File: config.mk
export PLATFORM = sky130hd
export DESIGN_NAME = sram_rd_streamer
export DESIGN_NICKNAME = d
export VERILOG_FILES = /design/src/rtl/sram_rd_streamer.sv
export SDC_FILE = /design/constraint.sdc
export NUM_CORES = 1
export LEC_CHECK = 0
export CORE_ASPECT_RATIO = 0.8
export CORE_MARGIN = 2
export CORE_UTILIZATION = 33
export CTS_CLUSTER_SIZE = 25
export DETAILED_ROUTE_END_ITERATION = 6
export SYNTH_ARGS = -nofsm -noshare
export SYNTH_HDL_FRONTEND = slang
export SYNTH_SLANG_ARGS = --single-unit
File: constraint.sdc
create_clock -name clk -period 5 [get_ports clk]
set_input_delay 1 -clock clk [delete_from_list [all_inputs] [get_ports clk]]
set_output_delay 1 -clock clk [all_outputs]
set_load 0.03 [all_outputs]
File: src/rtl/sram_rd_streamer.sv
// Burst read sequencer for the 16x64 SRAM. Reads stream into a small FIFO
// and are offered downstream on valid/ready; reads throttle on back-pressure.
module sram_rd_streamer #(
  parameter int ADDR_W     = 4,
  parameter int DATA_W     = 64,
  parameter int FIFO_DEPTH = 2
) (
  input  logic              clk,
  input  logic              reset,
  input  logic              start,
  input  logic [ADDR_W-1:0] base_addr,
  input  logic [ADDR_W:0]   length,
  output logic              busy,
  output logic              done,
  output logic              sram_cen,
  output logic              sram_wen,
  output logic [ADDR_W-1:0] sram_a,
  input  logic [DATA_W-1:0] sram_q,
  output logic              out_valid,
  input  logic              out_ready,
  output logic [DATA_W-1:0] out_data,
  output logic              out_last
);

  localparam int PW = (FIFO_DEPTH > 1) ? $clog2(FIFO_DEPTH) : 1;
  localparam int CW = $clog2(FIFO_DEPTH + 1) + 1;
  localparam logic [ADDR_W:0] MAX_LEN = {1'b1, {ADDR_W{1'b0}}};
  localparam logic [ADDR_W:0] ONE     = (ADDR_W+1)'(1);

  typedef enum logic [1:0] {IDLE, RUN, DRAIN, DONE} state_t;

  typedef struct packed {
    logic              last;
    logic [DATA_W-1:0] data;
  } ent_t;

  state_t            state;
  logic [ADDR_W-1:0] addr;
  logic [ADDR_W:0]   remaining;
  logic              inflight, inflight_last;
  ent_t              mem [FIFO_DEPTH];
  logic [PW-1:0]     rd_ptr, wr_ptr;
  logic [CW-1:0]     count;
  logic [ADDR_W:0]   len_c;
  logic              issue, push, pop;

  function automatic logic [PW-1:0] ptr_nxt(input logic [PW-1:0] p);
    return (p == PW'(FIFO_DEPTH - 1)) ? '0 : p + 1'b1;
  endfunction

  assign len_c     = (length > MAX_LEN) ? MAX_LEN : length;
  assign out_valid = (count != '0);
  assign pop       = out_valid & out_ready;
  assign push      = inflight;

  // Count the word in flight as occupied so a full FIFO always stalls reads.
  assign issue = ~reset & (state == RUN) & (remaining != '0) &
                 ((count + CW'(inflight) - CW'(pop)) < CW'(FIFO_DEPTH));

  assign sram_cen = ~issue;
  assign sram_wen = 1'b1;
  assign sram_a   = addr;
  assign out_data = out_valid ? mem[rd_ptr].data : '0;
  assign out_last = out_valid & mem[rd_ptr].last;
  assign busy     = (state != IDLE);
  assign done     = (state == DONE);

  always_ff @(posedge clk) begin
    if (push) mem[wr_ptr] <= '{last: inflight_last, data: sram_q};
  end

  always_ff @(posedge clk) begin
    if (reset) begin
      state         <= IDLE;
      addr          <= '0;
      remaining     <= '0;
      inflight      <= 1'b0;
      inflight_last <= 1'b0;
      rd_ptr        <= '0;
      wr_ptr        <= '0;
      count         <= '0;
    end else begin
      inflight      <= issue;
      inflight_last <= issue && (remaining == ONE);
      if (issue) begin
        addr      <= addr + 1'b1;
        remaining <= remaining - 1'b1;
      end
      if (push) wr_ptr <= ptr_nxt(wr_ptr);
      if (pop)  rd_ptr <= ptr_nxt(rd_ptr);
      count <= count + CW'(push) - CW'(pop);
      case (state)
        IDLE: if (start) begin
          if (len_c != '0) begin
            addr      <= base_addr;
            remaining <= len_c;
            state     <= RUN;
          end else begin
            state <= DONE;
          end
        end
        RUN:   if (issue && (remaining == ONE)) state <= DRAIN;
        DRAIN: if (pop && out_last) state <= DONE;
        DONE:  state <= IDLE;
        default: state <= IDLE;
      endcase
    end
  end

  a_no_overflow: assert property (@(posedge clk) disable iff (reset)
    !(push && (count == CW'(FIFO_DEPTH)) && !pop));

endmodule

[Word-level counts from Yosys, hierarchy flattened]
Memories as Yosys holds them, arrays and structs flattened. A register that Yosys moved wholly into a read port is not among the register bits.
Cells that the tools add are included.
Widths: inputs -> output; s select.
Storage, ports and cells
  register bits after elaboration: 18
  bits in writable memories: 130
  input port bits: 77
  output and inout port bits: 74
  word-level logic and storage cells: 60
  memories kept: 1
Cells by class
  add/subtract/negate cells: 6
  order comparisons: 2
  equality and inequality tests: 7
  muxes and demuxes: 21
  bitwise logic cells: 7
  reductions and logical operators: 8
Memories
  mem: depth 2, width 65, read ports 1, clocked after Yosys merged registers in 1, write ports 1, line 41  | ent_t mem [FIFO_DEPTH];
Operator list (number)
  $mux 64: 1
  $mux 5: 5
  $mux 4: 4
  $reduce_bool 5->1: 2
  $mux 2: 4
  $pmux 2 s4: 1
  $mux 1: 6
  $and 1x1->1: 5
  $eq 5x1->1 const B: 1
  $gt 5x5->1 const B: 1
  $sub 5x1->5 const B: 1
  $add 4x1->4 const B: 1
  $eq 2x2->1 const B: 2
  $ne 2x2->1 const B: 2
  $add 3x1->3: 1
  $lt 3x2->1 const B: 1
  $reduce_and 3->1: 1
  $reduce_bool 3->1: 1
  $sub 3x1->3: 1
  $add 1x1->1 const B: 2
  $eq 2x1->1 const B: 1
  $logic_and 1x1->1: 2
  $logic_not 2->1: 1
  $ne 2x1->1 const B: 1
  2 further kinds: 3

[Longest topological paths before layout]
Gate-level depths: netlist (run 1).
  depth in word-level cells: 9
  mapped depth: 11
  gate-level depth less buffers: 11

[Worst setup path after synthesis (run 1)]
OpenSTA, ideal clock, no wires.
  path type: in2out
  from: input out_ready
  to: output sram_cen
  arrival time: 2878 ps
  required time: 4000 ps
  setup slack: 1122 ps
  cell stages on the path: 10
  buffers on the path: 0
  cells stage by stage: inv_1 nor2_1 ha_1 inv_1 ha_1 inv_1 fa_1 nand3b_1 nor3_4 inv_1
Between the ends
  word-level cells in the longest chain between the ends: 5
Ends and longest elaborated chain
  start: declaration: line 20  | input logic out_ready,
  $and 1x1->1: line 53  | assign pop = out_valid & out_ready;
  via pop: line 45  | logic issue, push, pop;
  $sub 3x1->3: line 58  | ((count + CW'(inflight) - CW'(pop)) < CW'(FIFO_DEPTH));
  $lt 3x2->1: line 58
  $and 1x1->1: line 57  | assign issue = ~reset & (state == RUN) & (remaining != '0) &
  $not 1->1: line 60  | assign sram_cen = ~issue;
  end: declaration: line 15  | output logic sram_cen,
The timed path passes the listed nets, and every way through them passes these cells.

[Worst setup path in the final report (run 1)]
Ends and elaborated chain as after synthesis.

==> results of run 1 <==
==> cell usage after synthesis, types with 2 or more instances <==
master / count / area, sq um
edfxtp_1: 130 / 3900
nor2_1: 76 / 285
mux2i_1: 69 / 691
dfxtp_1: 19 / 380
inv_1: 13 / 48.8
ha_1: 10 / 125
nand2_1: 8 / 30.0
buf_2: 7 / 35.0
xnor2_1: 7 / 61.3
clkbuf_1: 5 / 18.8
buf_1: 4 / 15.0
a211oi_2: 3 / 37.5
nand3_1: 3 / 15.0
nor3_1: 3 / 15.0
nor4_1: 3 / 18.8
o21ai_0: 3 / 15.0
nor2b_1: 2 / 12.5
nor4b_2: 2 / 30.0
o211ai_1: 2 / 15.0
o21ai_1: 2 / 10.0
==> cell families after synthesis <==
| logic type | share of synthesized area [%] |
|---|---|
| AOI/OAI and AO/OA | 2.10 |
| other | 0.0629 |
| and+or+nand+nor | 7.95 |
| xor gates and xnor gates | 1.97 |
| adders and majority gates | 2.43 |
| DFF | 71.8 |
| muxes | 11.6 |
| buffers and inverters | 2.10 |
==> registers in the layout, summed over array words and instances (netlist names), named ones only <==
register       count
inflight           1
state              2
wr_ptr             1
remaining          5
count              3
inflight_last      1
sram_a             4
rd_ptr             1
mem              130
==> worst max path at each step <==
stage | start | endpoint | depth (start not counted)
CTS | out_ready | sram_cen | 12
global route | out_ready | sram_cen | 12
finish | out_ready | sram_cen | 12
floorplan | out_ready | sram_cen | 10
global placement | out_ready | sram_cen | 12
detailed placement | out_ready | sram_cen | 12
==> routing by layer <==
| metal | vias to the layer above | track usage (%) | part of all wire, % |
|---|---|---|---|
| met5 | - | 0 | 0 |
| met4 | 0 | 5.12 | 1.6 |
| met3 | 16 | 4.38 | 5.8 |
| met2 | 115 | 21.3 | 46 |
| met1 | 1738 | 17.4 | 46 |
| li1 | 1742 | - | - |
==> report_power, final <==
part	internal, mW	switching [mW]	total, mW	leakage [nW]
clock	0.679	0.472	1.15	0.252
sequential	1.44	0.134	1.57	1.33
combinational	0.865	1.21	2.07	1.19
total	2.98	1.82	4.80	2.77
==> layout make-up <==
type / instances / area, sq um / area share [%]
clock inverters: 13 / 108 / 1.30
inverters: 13 / 48.8 / 0.590
well taps: 225 / 282 / 3.40
flip-flops and latches: 149 / 4290 / 51.8
repair buffers: 156 / 1540 / 18.7
multi-input cells: 212 / 1570 / 19.0
clock buffers: 19 / 433 / 5.23
==> metrics, run 1 <==
status=complete, no violations; #FFs+latches synth=149; DRT Pass-1 Iters=7; fillers=1536; Pins Over Slew Limit=0; post-CTS setup buffer count=0; Worst Hold Depth=0; CP endpoint kind=primary output; worst path arrival time=between 3 and 4 ns; Syn Nets=around 480; Setup TNS Final=0 ns; Post-synth EDFFs=130; commonest non-fill, non-tap cell in the layout=clkdlybuf4s50_1; DR WL/cell=between 15 and 20 microns; Slowest Stage Delay on Critical Path=around 0.6 ns; Finished Cell Area=just over 0.008 sq mm; pwr/cell area=580 mW/mm^2; Final Critical Period=4.83 ns; sequential element share of the synthesized area=between 70 and 80%; Port Buf Inserts=between 100 and 150; die width=~150 microns; CP max FO=5; layout cells sized above 1=between 8 and 9%; dpl cells=755; Hold WS=0.434 ns; final WL=around 12000 microns; max-cap violations=0; CTS max path bufs=2; hold-critical path endpoint=mem[0][64]; Post-Synthesis Cells=about 390; Post-DRT Antenna Nets=0; Clock Sinks=between 100 and 150; global-route wire length before repair=between 15000 and 20000 microns; core area=around 0.018 sq mm; final number of hold-violating endpoints=0; achievable frequency=~210 MHz; DP HPWL=8160 microns; ant diodes=0; total vias in the final route=between 3000 and 4000; WP buf/inv=6; Lkg Pwr=2.77 nW; Final nets=637; period utilization=just under 100%; worst slew pin tran=0.999 ns; final worst slack=between 0.15 and 0.2 ns; most frequent cells in the layout=149 x clkdlybuf4s50_1, 130 x edfxtp_1, 76 x nor2_1, 69 x mux2i_1, 18 x dfxtp_1; vias in the first global route=3798; CP top delay family=buffers and inverters; Slew headroom=between 30% and 40%; Hold WC Path Type=reg2reg; # IOs=around 150; initial core utilization=approximately a third; root buffer cell=clkbuf_16; pin count of the biggest net entering global routing=slightly below 70; reg2reg path depth=12; Peak VDD IR=~300 uV; FP Rows=between 40 and 50; CTS Buf Count=17; DP Worst Slack=roughly 0.16 ns; yosys warns=0; r2r setup slk=~2 ns; Layout area overhead=38.7%; CTS-repair resized insts=0; register clock-pin slew on the reported worst setup and hold paths=approximately 0.06 ns; Final Util=a little under half; Main synth FF type=edfxtp_1; via density per instance=between 4 and 5; Die ar.=0.0192 sq mm; Unique masters post-synth=40; DR DRC count=0; Worst R2R End=sram_a[3]; Setup Crit Path Kind=in2out; Global Route Usage Sum=between 10% and 20%; final setup fails=0; Clock Skew=0.00529 ns; DR iter-0 viols=170; Critical Path Slowest Stage Cell=clkdlybuf4s50_1; Die Height=124 microns; CTS tree=done; Post-CTS Hold Fix Bufs=0; initial antenna violation count=0; clk_lat worst skew=approximately 0.41 ns; worst endpoint required time=about 4.0 ns; CP cell instances=clkdlybuf4s50_1 -> inv_1 -> nor2_1 -> ha_1 -> inv_1 -> ha_1 -> inv_1 -> fa_1 -> xor3_2 -> nor3_4 -> inv_1 -> clkdlybuf4s50_1; most frequent CP cell=inv_1; RSZ-0062 raised after global routing=no; Area after DPL=between 0.007 and 0.008 sq mm; synthesized area=just under 0.006 sq mm; startpoint types=input port; GRT Residual Overflow=0; # H-tree levels=4; routability cong.=between 0.8 and 0.9; ys async rst share=0%; Synth Area per Inst=around 15 sq um; r2r startpoint=count[1]; final std cells w/o fill=between 700 and 800; Power, Total=~4.8 mW; Worst Hold Launch=inflight_last
(Power assumes the default switching activity.)
==> inputs of run 2 (changes only) <==
==> constraint.sdc (replaced) <==
create_clock -name clk -period 5 [get_ports clk]
set_input_delay 1 -clock clk [delete_from_list [all_inputs] [get_ports clk]]
set_output_delay 1 -clock clk [all_outputs]
set_load 0.05 [all_outputs]
==> run 2 against run 1 <==
Worst hold slack improved by 0.0062 ns. Sequential share of layout area rose by 0.13 points. Sequential power barely moved. First-iteration DRC count rose by 5.9%. Clock power barely moved. Clock skew rose by 0.0021 ns. Core utilization fell by 0.12 points. Non-clock buffer count fell by 2. Highest routed layer unchanged.
==> metrics, run 2 (synthesis results as in run 1) <==
CTS max path bufs=2; total vias in the final route=about 3600; met2 wire len=roughly 5900 microns; worst endpoint required time=roughly 4.0 ns; max reg flops=130; Post-DRT Antenna Nets=0; Port Buf Inserts=~150; Lkg Pwr=roughly 2.8 nW; worst path arrival time=approximately 3.4 ns; core area=between 0.015 and 0.02 sq mm; Global Route Usage Sum=between 10 and 15%; final WL=12700 microns; M1 WL=slightly below 6000 microns; FP Rows=43; final worst slack=0.569 ns; Area after DPL=about 0.0077 sq mm; Most flops, register=mem; FF/Latch Area=around 0.0043 sq mm; Setup Crit Path Kind=in2out; r2r setup slk=about 2.1 ns; DR iter-0 viols=180; reg2reg path depth=12; CTS Buf Count=17; Clock Sinks=149; Clock Skew=0.00736 ns; final setup fails=0; CP max FO=5; DR top layer=met4; Final Critical Period=roughly 4.4 ns; status=complete, no violations; initial core utilization=between 30% and 40%; Slew headroom=around 29%; Peak VDD IR=between 300 and 400 uV; pwr/cell area=about 640 mW/mm^2; startpoint types=input port; CP endpoint kind=primary output; CTS tree=done; # H-tree levels=4; Hold WC Path Type=reg2reg; multi-input logic area=0.00157 sq mm; worst slew pin tran=between 1 and 1.5 ns; CP cell instances=clkdlybuf4s50_1 -> inv_1 -> nor2_1 -> ha_1 -> inv_1 -> ha_1 -> inv_1 -> fa_1 -> nand3b_1 -> nor3_4 -> inv_1 -> buf_4; commonest non-fill, non-tap cell in the layout=clkdlybuf4s50_1; routability cong.=0.859; CTS-repair resized insts=0; Worst R2R End=sram_a[1]; achievable frequency=~230 MHz; Die ar.=between 0.015 and 0.02 sq mm; Final nets=635; Final Util=between 40% and 50%; Finished Cell Area=0.00825 sq mm; fillers=~1500; ant diodes=0; Pins Over Slew Limit=0; DR DRC count=0; DRT Pass-1 Iters=4; die width=154 microns; Setup TNS Final=0 ns; layout cells sized above 1=7.87%; Die Height=about 120 microns; worst setup path endpoint=sram_cen; initial antenna violation count=0; # IOs=between 150 and 200; max-cap violations=0; via density per instance=between 4 and 5; CP startpoint=out_ready; register clock-pin slew on the reported worst setup and hold paths=~0.060 ns; pin count of the biggest net entering global routing=68; global-route wire length before repair=between 20000 and 25000 microns; clk_lat worst skew=around 0.41 ns; r2r startpoint=count[1]; Critical Path Slowest Stage Cell=fa_1; DP Worst Slack=between 0.5 and 0.6 ns; final number of hold-violating endpoints=0; met3 WL post-DR=approximately 730 microns; root buffer cell=clkbuf_16; DR WL/cell=between 15 and 20 microns; period utilization=around 89%; most frequent cells in the layout=148 x clkdlybuf4s50_1, 130 x edfxtp_1, 76 x nor2_1, 69 x mux2i_1, 18 x dfxtp_1; DP HPWL=8220 microns; Layout area overhead=38.3%; Slowest Stage Delay on Critical Path=~0.52 ns; Post-CTS Hold Fix Bufs=0; GRT Residual Overflow=0; Hold WS=0.440 ns; RSZ-0062 raised after global routing=no; post-CTS setup buffer count=0; vias in the first global route=3863; most frequent CP cell=inv_1
==> run 2: area by class of cell <==
cell class              count  area share (%)
clock buffers              17            5.15
clock inverters            14            1.35
inverters                  13           0.591
multi-input cells         212            19.0
flip-flops and latches    149            52.0
well taps                 225            3.41
repair buffers            154            18.5
==> run 2: report_power, final <==
| part | internal, mW | switching, mW | total, mW |
|---|---|---|---|
| clock | 0.676 | 0.480 | 1.16 |
| sequential | 1.44 | 0.110 | 1.55 |
| combinational | 0.854 | 1.69 | 2.54 |
==> run 2: per-layer routing <==
| layer | up-vias | GRT usage (%) |
|---|---|---|
| met5 | - | 0 |
| met4 | 0 | 5.23 |
| met3 | 13 | 4.31 |
| met2 | 107 | 22.3 |
| met1 | 1753 | 18.0 |
| li1 | 1733 | - |
==> run 2: how the worst min path moves through the flow <==
| stage | startpoint | endpoint | slack, ns | cells after the start |
|---|---|---|---|---|
| floorplan | inflight_last | mem[0][64] | 0.40 | 0 |
| global placement | inflight_last | mem[1][64] | 0.41 | 0 |
| detailed placement | inflight_last | mem[1][64] | 0.43 | 0 |
| CTS | inflight_last | mem[0][64] | 0.44 | 0 |
| global route | inflight_last | mem[0][64] | 0.46 | 0 |
| finish | inflight_last | mem[1][64] | 0.44 | 0 |
==> run 2: worst max-delay path, delay by kind of cell <==
family | cells | cell delay, ns
adder cells (fa/ha/maj) | 3 | 0.91
buffers and inverters | 6 | 0.86
AND/OR/NAND/NOR | 3 | 0.66
==> run 2: per-stage QoR <==
step	instances	total power, mW
3_5_place_dp	753	4.14
2_1_floorplan	391	3.29
3_3_place_gp	753	4.12
4_1_cts	784	5.31
5_1_grt	784	5.48
6_report	784	5.25
==> inputs of run 3 (changes only) <==
CORE_ASPECT_RATIO = not set   (was 0.8)
CORE_MARGIN = 3   (was 2)
CORE_UTILIZATION = 49   (was 33)
PLACE_DENSITY = 0.8   (was not set)
==> run 3 against run 2 <==
Clock skew decreased by 0.0011 ns. Combinational power decreased by 2%. Global-route usage increased by 4.1 points. Final cell count decreased by 10%. Worst hold slack got worse by 0.016 ns. Flip-flop and latch count unchanged. Via count increased by 0.92%. Critical path depth unchanged. Count of clock-buffer cells in the layout increased by 3. Sequential share of layout area increased by 0.38 points. First-iteration DRC count increased by 41%.
==> metrics, run 3 (synthesis results as in run 1) <==
global-route wire length before repair=about 18000 microns; clk_lat worst skew=0.41 ns; Setup TNS Final=0 ns; pwr/cell area=roughly 640 mW/mm^2; DR DRC count=0; worst slew pin tran=~1.2 ns; Layout area overhead=37.3%; WP buf/inv=6; DR WL/cell=~17 microns; max reg flops=130; via density per instance=~5.2; CP cell instances=clkdlybuf4s50_1 -> inv_1 -> nor2_1 -> ha_1 -> inv_1 -> ha_1 -> inv_1 -> fa_1 -> nand3b_1 -> nor3_4 -> inv_1 -> buf_4; achievable frequency=~230 MHz; most frequent CP cell=inv_1; Final Critical Period=4.43 ns; Post-DRT Antenna Nets=0; worst path arrival time=3.43 ns; # IOs=151; Die ar.=about 0.014 sq mm; DP HPWL=around 8000 microns; GRT Residual Overflow=0; initial antenna violation count=0; total vias in the final route=around 3600; root buffer cell=clkbuf_16; Post-CTS Hold Fix Bufs=0; routability cong.=between 0.7 and 0.8; Slew headroom=21.8%; CTS max path bufs=2; Final nets=around 640; CP top delay family=adder cells; period utilization=88.6%; final WL=11900 microns; core area=0.0117 sq mm; post-CTS setup buffer count=0; Clock Skew=around 0.0063 ns; most frequent cells in the layout=148 x clkdlybuf4s50_1, 130 x edfxtp_1, 76 x nor2_1, 69 x mux2i_1, 18 x dfxtp_1; Setup Crit Path Kind=in2out; initial core utilization=51.2%; Port Buf Inserts=149; CP endpoint kind=primary output; DR iter-0 viols=roughly 250; Die Height=roughly 120 microns; final number of hold-violating endpoints=0; Critical Path Slowest Stage Cell=fa_1; dpl cells=roughly 670; commonest non-fill, non-tap cell in the layout=clkdlybuf4s50_1; CP max FO=5; final setup fails=0; # H-tree levels=4; RSZ-0062 raised after global routing=no; FP Rows=39; vias in the first global route=between 3000 and 4000; Hold WC Path Type=reg2reg; Clock Sinks=between 100 and 150; ant diodes=0; worst endpoint required time=4.00 ns; Slowest Stage Delay on Critical Path=roughly 0.52 ns; pin count of the biggest net entering global routing=between 60 and 70; CTS tree=done; max-cap violations=0; CTS-repair resized insts=0; Pins Over Slew Limit=0; status=complete, no violations; Global Route Usage Sum=18.1%; CTS Buf Count=17; die width=approximately 120 microns; layout cells sized above 1=approximately 7.7%; final std cells w/o fill=roughly 700; startpoint types=input port; Most flops, register=mem; Peak VDD IR=410 uV; Lkg Pwr=approximately 2.8 nW; DRT Pass-1 Iters=4; register clock-pin slew on the reported worst setup and hold paths=around 0.06 ns
==> run 3: cell types whose count changed in the layout (fill, tap and decap cells not counted), sizes merged <==
cell	previous run	this run
clkbuf	17	20
clkinvlp	4	1
inv	16	13
bufinv	1	3
clkinv	6	8
buf	6	7
==> run 3: worst reg2reg max path, stage by stage (launching register included) <==
cell and delay (ns):
dfxtp_1 0.46, nor3_2 0.09, nor2_1 0.19, ha_1 0.27, inv_1 0.05, ha_1 0.12
inv_1 0.05, fa_1 0.52, nand3b_1 0.22, nor4_1 0.46, xnor2_1 0.14, a211oi_2 0.23
==> run 3: power breakdown <==
part | leakage (nW) | switching (mW) | internal, mW
Combinational | 1.19 | 1.65 | 0.853
Sequential | 1.33 | 0.111 | 1.44
Clock | 0.278 | 0.455 | 0.774
==> run 3: layer usage <==
layer  wire length (microns)  global-route usage (%)  up-vias
li1                        -                       -     1743
met1                    5090                    22.7     1740
met2                    5810                    29.6      137
met3                     820                    4.61       19
met4                     210                    8.35        0
met5                       0                       0        -
==> run 3: final cells by class <==
class | count | area (sq um)
clock inverters | 12 | 136
fillers | 807 | 3470
repair buffers | 155 | 1530
inverters | 13 | 48.8
clock buffers | 20 | 437
flip-flops and latches | 149 | 4290
multi-input cells | 212 | 1570
well taps | 143 | 179
==> run 3: final timing paths <==
path | from | end | slack (ns) | depth (start not counted)
hold reg to reg | inflight_last | mem[0][64] | 0.42 | 0
setup reg to reg | count[1] | sram_a[3] | 2.12 | 11
hold / removal | inflight_last | mem[0][64] | 0.42 | 0
setup / recovery | out_ready | sram_cen | 0.57 | 12
==> run 3: stage by stage <==
stage          power (mW)  setup slack [ns]  utilization [%]  area (sq um)  hold WS [ns]
3_5_place_dp         4.09             0.603             65.3          7620         0.412
3_3_place_gp         4.06             0.644             65.3          7620         0.411
5_1_grt              5.51             0.362             70.3          8190         0.438
4_1_cts              5.33             0.585             70.3          8190         0.421
6_report             5.28             0.571             70.3          8190         0.424
2_1_floorplan        3.29              1.05                -          5970         0.404
